<file path="config.mk">
export PLATFORM = sky130hd
export DESIGN_NAME = usb_rx_decoder
export DESIGN_NICKNAME = d
export VERILOG_FILES = /design/src/rtl/usb_rx_pkg.sv /design/src/rtl/usb_rx_bit_timer.sv /design/src/rtl/usb_rx_decoder.sv
export SDC_FILE = /design/constraint.sdc
export NUM_CORES = 1
export LEC_CHECK = 0
export BUFFER_PORTS_ARGS = -buffer_cell sky130_fd_sc_hd__buf_2
export CORE_MARGIN = 5
export CORE_UTILIZATION = 35
export DETAILED_ROUTE_END_ITERATION = 10
export PLACE_DENSITY = 0.54
export SLEW_MARGIN = 20
export SYNTH_ARGS = -nofsm -noshare
export SYNTH_HDL_FRONTEND = slang
export SYNTH_SLANG_ARGS = --single-unit
</file>
<file path="constraint.sdc">
create_clock -name clk -period 3.65 [get_ports clk]
set_input_delay 0.73 -clock clk [delete_from_list [all_inputs] [get_ports clk]]
set_output_delay 0.73 -clock clk [all_outputs]
set_load 0.01 [all_outputs]
</file>
<file path="src/rtl/usb_rx_pkg.sv">
// Shared types and constants for the USB full-speed receive path.
// No latency or flow control here: enums and localparams only.
package usb_rx_pkg;

  typedef enum logic [2:0] {IDLE, SYNC, RECEIVE, EOP1, EOP2, ERROR} rx_state_t;
  typedef enum logic [1:0] {LINE_J, LINE_K, LINE_SE0} line_t;

  localparam logic [7:0] SYNC_BYTE = 8'h80;
  localparam int         MAX_ONES  = 6;

endpackage

</file>
<file path="src/rtl/usb_rx_bit_timer.sv">
// Synchronizes D+/D-, re-centres a bit timer on every D+ edge and strobes mid-bit.
// Latency SYNC_FLOPS clks to line state; strobe CLKS_PER_BIT/2 clks after an edge; no backpressure.
module usb_rx_bit_timer
  import usb_rx_pkg::*;
#(
  parameter int CLKS_PER_BIT = 8,
  parameter int SYNC_FLOPS   = 2
) (
  input  logic  clk,
  input  logic  rst,
  input  logic  d_plus_in,
  input  logic  d_minus_in,
  input  logic  restart,
  output logic  strobe,
  output line_t line,
  output logic  line_se1
);
  localparam int TW = $clog2(CLKS_PER_BIT);

  logic [SYNC_FLOPS-1:0] dp_sync, dm_sync;
  logic                  dp, dm, dp_prev, dp_edge;
  logic [TW-1:0]         timer_q, timer;

  assign dp      = dp_sync[SYNC_FLOPS-1];
  assign dm      = dm_sync[SYNC_FLOPS-1];
  assign dp_edge = dp ^ dp_prev;
  // timer reads 0 during the edge cycle itself so the strobe lands mid-bit
  assign timer    = (dp_edge || restart) ? '0 : timer_q;
  assign strobe   = (timer == TW'(CLKS_PER_BIT / 2 - 1));
  assign line_se1 = dp & dm;

  always_ff @(posedge clk) begin
    if (rst) begin
      dp_sync <= '1;
      dm_sync <= '0;
      dp_prev <= 1'b1;
      timer_q <= '0;
    end else begin
      dp_sync <= {dp_sync[SYNC_FLOPS-2:0], d_plus_in};
      dm_sync <= {dm_sync[SYNC_FLOPS-2:0], d_minus_in};
      dp_prev <= dp;
      timer_q <= (timer == TW'(CLKS_PER_BIT - 1)) ? '0 : timer + TW'(1);
    end
  end

  always_comb begin
    line = LINE_SE0;
    unique case ({dp, dm})
      2'b10:   line = LINE_J;
      2'b01:   line = LINE_K;
      default: line = LINE_SE0;
    endcase
  end

endmodule

</file>
<file path="src/rtl/usb_rx_decoder.sv">
// USB FS receive: NRZI decode, unstuffing, SYNC check, LSB-first bytes, EOP/error detection.
// Byte valid one clk after the strobe of its last bit; no backpressure, consumer must keep up.
module usb_rx_decoder
  import usb_rx_pkg::*;
#(
  parameter int CLKS_PER_BIT = 8,
  parameter int SYNC_FLOPS   = 2
) (
  input  logic       clk,
  input  logic       rst,
  input  logic       d_plus_in,
  input  logic       d_minus_in,
  output logic [7:0] rx_data,
  output logic       rx_data_valid,
  output logic       rx_active,
  output logic       rx_eop,
  output logic       rx_error
);
  rx_state_t  state, state_n;
  line_t      line, prev_line, prev_n;
  logic       strobe, line_se1, restart, bit_val, fail;
  logic [2:0] ones, ones_n;
  logic [3:0] bit_cnt, bit_cnt_n;
  logic [7:0] shift, shift_n, byte_n, data_n;
  logic       valid_n, eop_n, active_n, error_n;

  usb_rx_bit_timer #(
    .CLKS_PER_BIT(CLKS_PER_BIT),
    .SYNC_FLOPS  (SYNC_FLOPS)
  ) u_bit_timer (
    .clk       (clk),
    .rst       (rst),
    .d_plus_in (d_plus_in),
    .d_minus_in(d_minus_in),
    .restart   (restart),
    .strobe    (strobe),
    .line      (line),
    .line_se1  (line_se1)
  );

  always_ff @(posedge clk) begin
    if (rst) begin
      state         <= IDLE;
      prev_line     <= LINE_J;
      ones          <= '0;
      bit_cnt       <= '0;
      shift         <= '0;
      rx_data       <= '0;
      rx_data_valid <= 1'b0;
      rx_active     <= 1'b0;
      rx_eop        <= 1'b0;
      rx_error      <= 1'b0;
    end else begin
      state         <= state_n;
      prev_line     <= prev_n;
      ones          <= ones_n;
      bit_cnt       <= bit_cnt_n;
      shift         <= shift_n;
      rx_data       <= data_n;
      rx_data_valid <= valid_n;
      rx_active     <= active_n;
      rx_eop        <= eop_n;
      rx_error      <= error_n;
    end
  end

  always_comb begin
    state_n   = state;
    prev_n    = prev_line;
    ones_n    = ones;
    bit_cnt_n = bit_cnt;
    shift_n   = shift;
    data_n    = rx_data;
    valid_n   = 1'b0;
    eop_n     = 1'b0;
    active_n  = rx_active;
    error_n   = rx_error;
    restart   = 1'b0;
    fail      = 1'b0;
    bit_val   = (line == prev_line);
    byte_n    = {bit_val, shift[7:1]};

    unique case (state)
      IDLE: begin
        prev_n    = LINE_J;
        ones_n    = '0;
        bit_cnt_n = '0;
        if (line == LINE_K) begin
          restart = 1'b1;
          error_n = 1'b0;
          state_n = SYNC;
        end
      end
      SYNC, RECEIVE: if (strobe) begin
        if (line == LINE_SE0) begin
          if (state == SYNC || line_se1) fail = 1'b1;
          else                           state_n = EOP1;
        end else begin
          prev_n = line;
          // after six ones the next bit is a stuffed zero and never reaches the byte
          if (ones == 3'(MAX_ONES)) begin
            fail   = bit_val;
            ones_n = '0;
          end else begin
            ones_n    = bit_val ? ones + 3'd1 : 3'd0;
            shift_n   = byte_n;
            bit_cnt_n = (bit_cnt == 4'd7) ? 4'd0 : bit_cnt + 4'd1;
            if (bit_cnt == 4'd7) begin
              if (state == RECEIVE) begin
                data_n  = byte_n;
                valid_n = 1'b1;
              end else if (byte_n == SYNC_BYTE) begin
                active_n = 1'b1;
                state_n  = RECEIVE;
              end else begin
                fail = 1'b1;
              end
            end
          end
        end
      end
      EOP1: if (strobe) begin
        if (line == LINE_SE0) state_n = EOP2;
        else                  fail    = 1'b1;
      end
      EOP2: if (strobe) begin
        if (line == LINE_J && bit_cnt == 4'd0) begin
          eop_n    = 1'b1;
          active_n = 1'b0;
          state_n  = IDLE;
        end else begin
          fail = 1'b1;
        end
      end
      ERROR: begin
        active_n = 1'b0;
        // bit_cnt doubles as the idle-J run counter; SE0 neither counts nor breaks the run
        if (strobe) begin
          if (line == LINE_J) begin
            bit_cnt_n = bit_cnt + 4'd1;
            if (bit_cnt == 4'd7) begin
              bit_cnt_n = '0;
              state_n   = IDLE;
            end
          end else if (line == LINE_K) begin
            bit_cnt_n = '0;
          end
        end
      end
      default: state_n = IDLE;
    endcase

    if (fail) begin
      state_n   = ERROR;
      error_n   = 1'b1;
      active_n  = 1'b0;
      bit_cnt_n = '0;
    end
  end

endmodule

</file>
==> impl_metrics.csv, run 1 <==
group,metric,value,unit
min_path,min_from,"u_bit_timer.dp_sync[0]$_SDFF_PP1_",
floorplan,rows,27,
run_status,status,"finished clean",
route,vias,1589,
route,avgViaCountPerCell,5.08,
setup_path,end_kind,"register",
floorplan,ios,16,
setup_path,crit_fanout,8,
synth,synth_xor_area_share,2.60,%
finish,final-seq-area,781,um2
clocking,cts_sinks,39,
synth,synth_top_area_share,38.6,%
synth,synth_edf_count,0,
synth,synthTopCellsByArea,"dfxtp_1 (39%), mux2i_1 (6.9%), ha_1 (6.2%), nor2_1 (4.8%), a21oi_1 (4.2%)",
synth,syn_area,2020,um2
sta,tightestPinTransition,653,ps
clocking,h-tree-depth,2,
sta,maxSlewViolCount,0,
setup_path,path_delay_family,"simple AND/OR/NAND/NOR gates",
clocking,cts.repair.resized,0,
floorplan,start_util,36.3,%
floorplan,die-area,7400,um2
synth,yosys.area.top_type,"dfxtp_1",
setup_path,reg2reg_depth,12,
synth,ys.warnings.count,0,
synth,synth.distinct_cells,55,
setup_path,worstPathCellList,"inv_1 -> ha_1 -> a31oi_1 -> and2_1 -> ha_1 -> ha_1 -> nor2b_4 -> a31oi_1 -> o22a_2 -> or2_1 -> or4_4 -> a21oi_2",
synth,syn_area_per_cell,8.99,um2
sta,finalWorstSetupSlack,501,ps
setup_path,crit_slowest_cell,"or4_4",
route,wl_per_cell,13.5,um
finish,final_core_utilization,40.9,%
synth,syn_nets,239,
synth,synth_mux_area_share,6.93,%
setup_path,r2r_setup_slack,500,ps
finish,diodes,0,
synth,yosys.cell_count.top_type,"dfxtp_1",
clocking,clk_pin_slew,90,ps
grt,grt_usage,12.3,%
synth,synth_compound_area_share,14.5,%
power,p_leak,0.000986,uW
min_path,hold_path_depth,1,
sta,fin_worst_skew,7.86,ps
grt,overflow,0,
synth,synth_seq_area_share,38.6,%
setup_path,arrival,3390,ps
clocking,cts_setup_buffers,0,
sta,max_freq,318,MHz
route,antenna_left,0,
finish,syn_to_final_growth,12.7,%
grt,grt_max_degree,32,
grt,antenna_found_initial,0,
setup_path,criticalPathCategory,"register to register",
synth,async_flop_share,0,%
sta,setup_viol,0,
floorplan,core_area,5570,um2
grt,grt_pass1_wl,7.27,mm
floorplan,fp.dieW,86.0,um
setup_path,r2r-start,"u_bit_timer.dp_sync[1]$_SDFF_PP1_",
clocking,cts_buffers,5,
synth,synthCells,225,
route,firstDrtPassIters,4,
min_path,hold-path-endpoint,"u_bit_timer.dp_sync[1]$_SDFF_PP1_",
sta,setup_tns,0,ps
finish,multiInputGateArea,1150,um2
placement,dp_slack,517,ps
synth,synth-simple-area-share,26.4,%
clocking,cts_hold_buf,0,
setup_path,worst_path_most_repeated_cell,"ha_1",
synth,yosys-top-cells-count,"dfxtp_1 (39), nor2_1 (26), a21oi_1 (17), mux2i_1 (14)",
sta,relSlewSlack,56.1,%
floorplan,fp.dieH,86.0,um
clocking,cts.path.max_buffers,2,
min_path,hp-class,"register to register",
synth,ys_ff_latch,39,
placement,globalplace.congestion,0.860,
grt,grt_pass1_vias,1553,
synth,synth_adder_area_share,6.68,%
finish,drive_above_1_share,17.0,%
power,peakVddDrop,0.252,mV
sta,rsz0062_at_grt,"false",
sta,period_share,86.3,%
route,drt_iter0_drc,124,
setup_path,worstReg2RegEnd,"bit_cnt[3]$_SDFFE_PP0P_",
run,cap_violations,0,
setup_path,cpPeakStageDelay,480,ps
route,wirelength,4.21,mm
sta,hold_viol,0,
clocking,clock_latency,300,ps
synth,synth_top_family_by_area,"simple AND/OR/NAND/NOR gates",
setup_path,required,3890,ps
clocking,clockRootBuffer,"clkbuf_8",
placement,place.detailed.hpwl,2.99,mm
power,power_per_cell_area,544,nW/um2
setup_path,crit_buf_inv,1,
finish,final_nets,254,
placement,io_buffers,15,
sta,min_period,3150,ps
finish,fill_cells,588,
route,drc,0,
synth,ys.flop_type,"dfxtp_1",
clocking,tritoncts,"yes",
setup_path,worst_setup_path_start_kind,"register",
power,total_power,1240,uW
[metrics by stage]
step,instances,cell area (um2),hold slack (ps)
after global placement,305,2160,416
after detailed placement,305,2160,416
after global routing,313,2280,461
after CTS,313,2280,434
after floorplan,225,2020,389
final,313,2280,425
[cells in the final DEF (no fill, tap or decap), types with 7 or more instances in the layout]
master	instances
ha_1	10
nor2_1	26
a21oi_1	17
buf_2	15
inv_1	8
dfxtp_1	39
o21ai_0	7
nand2_1	10
nand3_1	7
mux2i_1	14
[cells by family (layout without fill, tap and decap cells)]
kind of cell,count (synthesis),in the layout
flops,39,39
xor+xnor,6,6
buf+inv,20,36
compound gates,44,44
fa+ha+maj,11,11
simple gates,91,91
mux,14,14
[power breakdown]
group / internal [uW] / switching (uW)
Combinational: 153 / 246
Clock: 206 / 169
Sequential: 451 / 15.0
[sequential cells by signal, indices dropped and copies added (netlist names), 2 cells and up]
register,count
u_bit_timer.dm_sync,2
u_bit_timer.timer_q,3
prev_line,2
bit_cnt,4
state,3
shift,7
rx_data,8
u_bit_timer.dp_sync,2
ones,3
[final cells by class]
cell class / count / share of cell area, %
Sequential cell: 39 / 34.2
Tap cell: 72 / 3.95
Clock inverter: 3 / 2.03
Multi-Input combinational cell: 166 / 50.7
Timing Repair Buffer: 19 / 4.61
Clock buffer: 5 / 3.02
Inverter: 9 / 1.48
[worst max-delay path by stage]
stage                                            startpoint                      end  depth (start not counted)
after floorplan           u_bit_timer.dp_sync[1]$_SDFF_PP1_  bit_cnt[3]$_SDFFE_PP0P_                         12
after global placement    u_bit_timer.dp_sync[1]$_SDFF_PP1_  bit_cnt[3]$_SDFFE_PP0P_                         12
final                     u_bit_timer.dp_sync[1]$_SDFF_PP1_  bit_cnt[3]$_SDFFE_PP0P_                         12
after detailed placement  u_bit_timer.dp_sync[1]$_SDFF_PP1_  bit_cnt[3]$_SDFFE_PP0P_                         12
after CTS                 u_bit_timer.dp_sync[1]$_SDFF_PP1_  bit_cnt[3]$_SDFFE_PP0P_                         12
after global routing      u_bit_timer.dp_sync[1]$_SDFF_PP1_  bit_cnt[3]$_SDFFE_PP0P_                         12
[routing by layer]
layer	part of all wire, %	track usage, %	vias up
met5	0	0	-
met4	0.85	3.88	0
met3	3.6	3.46	4
met2	45	19.3	19
met1	50	16.3	739
li1	-	-	827
(Power assumes the default switching activity.)
==> inputs of run 2 (changes only) <==
PLACE_DENSITY = 0.56   (was 0.54)
==> run 2 against run 1 <==
  * Sequential cell count unchanged
  * Largest power group unchanged
  * Cell count up 0.32%
  * Maximum frequency up 5.7%
  * Sequential power about the same
  * First-iteration DRC count up 7.3%
==> impl_metrics.csv, run 2 (synthesized netlist as in run 1, its figures left out) <==
group,metric,value,unit
run_status,status,"finished clean",
clocking,tritoncts,"yes",
finish,largest_reg_flops,8,
clocking,cts_setup_buffers,0,
floorplan,die-area,7400,um2
setup_path,r2r_setup_slack,670,ps
setup_path,worstReg2RegEnd,"bit_cnt[3]$_SDFFE_PP0P_",
power,peakVddDrop,0.246,mV
grt,grt_usage,12.3,%
min_path,hold-path-endpoint,"u_bit_timer.dp_sync[1]$_SDFF_PP1_",
clocking,clock_latency,290,ps
setup_path,r2r-start,"u_bit_timer.dp_sync[1]$_SDFF_PP1_",
finish,largest_register,"rx_data",
clocking,cts.path.max_buffers,2,
floorplan,core_area,5570,um2
finish,fill_cells,586,
power,power_per_cell_area,514,nW/um2
finish,diodes,0,
floorplan,ios,16,
setup_path,cpPeakStageDelay,480,ps
clocking,cts.repair.resized,0,
route,vias,1625,
finish,final_area,2260,um2
sta,setup_tns,0,ps
clocking,cts_buffers,5,
grt,grt_pass1_wl,7.35,mm
placement,placed_area,2170,um2
setup_path,criticalPathCategory,"register to register",
floorplan,rows,27,
finish,mostFrequentLayoutCells,"dfxtp_1 (39), nor2_1 (26), a21oi_1 (17)",
sta,hold_viol,0,
sta,fin_worst_skew,6.75,ps
placement,globalplace.congestion,0.841,
setup_path,path_delay_family,"simple AND/OR/NAND/NOR gates",
route,antenna_left,0,
setup_path,reg2reg_depth,12,
finish,syn_to_final_growth,12.0,%
finish,drive_above_1_share,17.4,%
finish,largest_registers,"rx_data: 8 flops, shift: 7 flops, bit_cnt: 4 flops",
min_path,hold_path_depth,1,
power,p_leak,0.000978,uW
grt,grt_pass1_vias,1568,
clocking,cts_sinks,39,
route,wirelength,4.20,mm
setup_path,crit_buf_inv,1,
sta,setup_viol,0,
grt,grt_max_degree,32,
setup_path,required,3880,ps
clocking,h-tree-depth,2,
setup_path,worstPathCellList,"inv_1 -> ha_1 -> a31oi_1 -> and2_1 -> ha_1 -> ha_1 -> nor2b_4 -> a31oi_1 -> o22a_2 -> or2_1 -> or4_4 -> a21oi_2",
sta,tightestPinTransition,646,ps
route,drc,0,
sta,relSlewSlack,56.6,%
route,drt_iter0_drc,133,
min_path,hp-class,"register to register",
setup_path,arrival,3210,ps
sta,maxSlewViolCount,0,
sta,rsz0062_at_grt,"false",
min_path,min_from,"u_bit_timer.dp_sync[0]$_SDFF_PP1_",
setup_path,crit_slowest_cell,"or4_4",
grt,overflow,0,
route,firstDrtPassIters,4,
route,wl_per_cell,13.4,um
setup_path,crit_start,"u_bit_timer.dp_sync[1]$_SDFF_PP1_",
clocking,clockRootBuffer,"clkbuf_8",
grt,antenna_found_initial,0,
setup_path,crit_fanout,6,
route,avgViaCountPerCell,5.18,
setup_path,worst_setup_path_start_kind,"register",
floorplan,fp.dieH,86.0,um
placement,place.detailed.hpwl,3.03,mm
sta,min_period,2980,ps
setup_path,end_kind,"register",
clocking,clk_pin_slew,80,ps
sta,max_freq,336,MHz
floorplan,start_util,36.3,%
sta,period_share,81.7,%
clocking,cts_hold_buf,0,
floorplan,fp.dieW,86.0,um
run,cap_violations,0,
finish,final_nets,255,
setup_path,worst_path_most_repeated_cell,"ha_1",
placement,io_buffers,15,
finish,layout_commonest_cell,"dfxtp_1",
==> run 2: cell types whose count changed in the layout (fill, tap and decap cells not counted), sizes merged <==
cell      previous run  this run
clkinvlp             1         2
bufinv               1         0
buf                 19        20
==> run 2: worst max path at each step <==
stage | endpoint | slack [ps] | cells after the start
2_1_floorplan | bit_cnt[3]$_SDFFE_PP0P_ | 820 | 12
3_3_place_gp | bit_cnt[3]$_SDFFE_PP0P_ | 770 | 12
3_5_place_dp | bit_cnt[3]$_SDFFE_PP0P_ | 670 | 12
4_1_cts | bit_cnt[3]$_SDFFE_PP0P_ | 650 | 12
5_1_grt | bit_cnt[3]$_SDFFE_PP0P_ | 390 | 12
6_report | bit_cnt[3]$_SDFFE_PP0P_ | 670 | 12
==> run 2: worst reg2reg max path, stage by stage (launching register included) <==
cell and delay [ps]:
dfxtp_1 390, inv_1 70, ha_1 250, a31oi_1 250, and2_1 180, ha_1 180, ha_1 210, nor2b_4 170
a31oi_1 90, o22a_2 250, or2_1 250, or4_4 480, a21oi_2 140
==> run 2: final cells by class <==
cell class	count	area [um2]	area share (%)
clock buffer	5	68.8	3.04
clock inverter	3	23.8	1.05
inverter	9	33.8	1.49
multi-input combinational	166	1150	51.0
sequential	39	781	34.5
tap	72	90.1	3.98
timing repair buffer	20	113	4.97
==> run 2: routing by layer <==
metal  vias to the layer above  wire [um]  global-route usage [%]
li1                        829          -                       -
met2                        39       1920                    19.0
met1                       755       2040                    17.0
met4                         0         25                    3.88
met3                         2        213                    2.88
met5                         -          0                       0
==> run 2: where the power goes <==
group	internal (uW)	leakage (uW)	switching (uW)
registers	451	0.000316	15.7
clock network	137	0.0000408	163
logic	154	0.000621	244
total	741	0.000978	423
==> run 2: stage by stage <==
step / utilization [%] / power, uW / std cells / hold WS (ps) / worst slack [ps]
after detailed placement: 39.0 / 874 / 306 / 416 / 671
after CTS: 40.6 / 1180 / 314 / 427 / 652
after floorplan: - / 793 / 225 / 389 / 816
after global routing: 40.6 / 1250 / 314 / 459 / 391
final: 40.6 / 1160 / 314 / 422 / 670
after global placement: 39.0 / 877 / 306 / 415 / 766
==> inputs of run 3 (changes only) <==
PLACE_DENSITY = 0.58   (was 0.56)
clock period = 2.5 ns   (was 3.65 ns; I/O delays follow)
==> run 3 against run 2 <==
  * Setup slack worse by 600 ps
  * Power rose by 75%
  * Worst hold slack got worse by 23 ps
  * Routed wire length rose by 7.6%
  * Sequential cell count did not move
  * Register-to-register slack worse by 600 ps
  * First-iteration DRC count increased by 1.5%
  * Critical path type unchanged
  * Highest routed layer unchanged
==> impl_metrics.csv, run 3 (synthesized netlist as in run 1, its figures left out) <==
group,metric,value,unit
setup_path,crit_buf_inv,1,
floorplan,fp.dieH,86.0,um
grt,grt_pass1_wl,7.80,mm
sta,setup_viol,0,
setup_path,crit_slowest_cell,"or4_4",
grt,antenna_found_initial,0,
clocking,cts_hold_buf,0,
floorplan,die-area,7400,um2
sta,hold_viol,0,
run_status,status,"finished clean",
grt,use_met3,2.98,%
finish,syn_to_final_growth,24.3,%
route,wirelength,4.52,mm
floorplan,start_util,36.3,%
route,drc,0,
setup_path,worst_path_most_repeated_cell,"ha_4",
sta,min_period,2430,ps
floorplan,rows,27,
grt,met2_usage,21.0,%
finish,drive_above_1_share,26.0,%
power,peakVddDrop,0.302,mV
run,cap_violations,0,
placement,globalplace.congestion,0.839,
sta,fin_worst_skew,4.25,ps
grt,grt_max_degree,32,
grt,top_usage_layer,"met2",
setup_path,cpPeakStageDelay,420,ps
setup_path,worst_setup_path_start_kind,"register",
setup_path,arrival,2670,ps
route,avgViaCountPerCell,5.20,
sta,max_freq,411,MHz
grt,overflow,0,
grt,grt_pass1_vias,1660,
sta,hold_ws,398,ps
power,power_per_cell_area,809,nW/um2
route,firstDrtPassIters,4,
placement,dp_slack,-45.2,ps
floorplan,core_area,5570,um2
setup_path,required,2730,ps
sta,setup_tns,0,ps
finish,diodes,0,
power,p_leak,0.00109,uW
sta,tightestPinTransition,638,ps
clocking,cts_sinks,39,
power,total_power,2030,uW
finish,final_nets,271,
clocking,cts.path.max_buffers,2,
setup_path,crit_fanout,3,
route,antenna_left,0,
clocking,clockRootBuffer,"clkbuf_8",
finish,layout_commonest_cell,"dfxtp_1",
finish,largest_registers,"rx_data: 8 flops, shift: 7 flops, bit_cnt: 4 flops",
grt,use_met1,17.0,%
setup_path,worstPathCellList,"inv_2 -> ha_4 -> a31oi_4 -> and2_4 -> ha_4 -> ha_4 -> nor2b_4 -> a31oi_1 -> o22a_2 -> or2_1 -> or4_4 -> a21oi_2",
finish,largest_reg_flops,8,
clocking,tritoncts,"yes",
route,vias,1716,
finish,mostFrequentLayoutCells,"dfxtp_1 (38), nor2_1 (26), buf_4 (20)",
finish,largest_register,"rx_data",
clocking,clock_latency,290,ps
setup_path,end_kind,"register",
clocking,cts_buffers,5,
sta,finalWorstSetupSlack,66.8,ps
route,drt_iter0_drc,135,
sta,period_share,97.3,%
grt,grt_usage,13.1,%
sta,maxSlewViolCount,0,
route,wl_per_cell,13.7,um
clocking,clk_pin_slew,80,ps
min_path,hp-class,"input pin to register",
sta,rsz0062_at_grt,"true",
setup_path,path_delay_family,"simple AND/OR/NAND/NOR gates",
floorplan,ios,16,
sta,relSlewSlack,57.1,%
placement,place.detailed.hpwl,3.28,mm
floorplan,fp.dieW,86.0,um
setup_path,criticalPathCategory,"register to register",
placement,io_buffers,15,
clocking,h-tree-depth,2,
run 3: changes by cell type in the layout (fill, tap and decap cells not counted), sizes merged:
| cell | change |
|---|---|
| inv | -1 |
| clkinvlp | -1 |
| buf | +16 |
| bufinv | +2 |
run 3: final timing paths:
kind                            slack (ps)                              start  cells after the start                           endpoint
worst min-delay path                   400                          d_plus_in                      2  u_bit_timer.dp_sync[0]$_SDFF_PP1_
worst max-delay path                    70  u_bit_timer.dp_sync[1]$_SDFF_PP1_                     12            bit_cnt[3]$_SDFFE_PP0P_
worst max register to register          70  u_bit_timer.dp_sync[1]$_SDFF_PP1_                     12            bit_cnt[3]$_SDFFE_PP0P_
worst min register to register         410  u_bit_timer.dp_sync[0]$_SDFF_PP1_                      1  u_bit_timer.dp_sync[1]$_SDFF_PP1_
run 3: power by group:
part | switching (uW) | total (uW) | internal (uW)
Combinational | 400 | 722 | 322
Sequential | 23.2 | 682 | 659
Clock | 231 | 629 | 398
Total | 654 | 2030 | 1380
run 3: metrics by stage:
step	instance area, um2	utilization [%]	instances
after floorplan	2080	-	225
after global placement	2340	42.0	319
after detailed placement	2340	42.0	319
after CTS	2500	44.8	330
after global routing	2510	45.1	330
final	2510	45.1	330
run 3: layout make-up:
cell class	count	area (um2)
clock buffer	5	68.8
clock inverter	3	67.6
fill	554	3060
inverter	9	33.8
multi-input combinational	166	1220
sequential	39	782
tap	72	90.1
timing repair buffer	36	245
run 3: timing repair:
action,CTS,global route
gates resized for setup,0,2
gates cloned,0,0
endpoints found under the setup margin,1,8
pin swaps,8,4
buffers inserted,3,0
run 3: per-layer routing:
layer  part of all wire, %  vias up
met5                     0        -
met4                   1.8        0
met3                   3.8        8
met2                    47       36
met1                    48      815
li1                      -      857
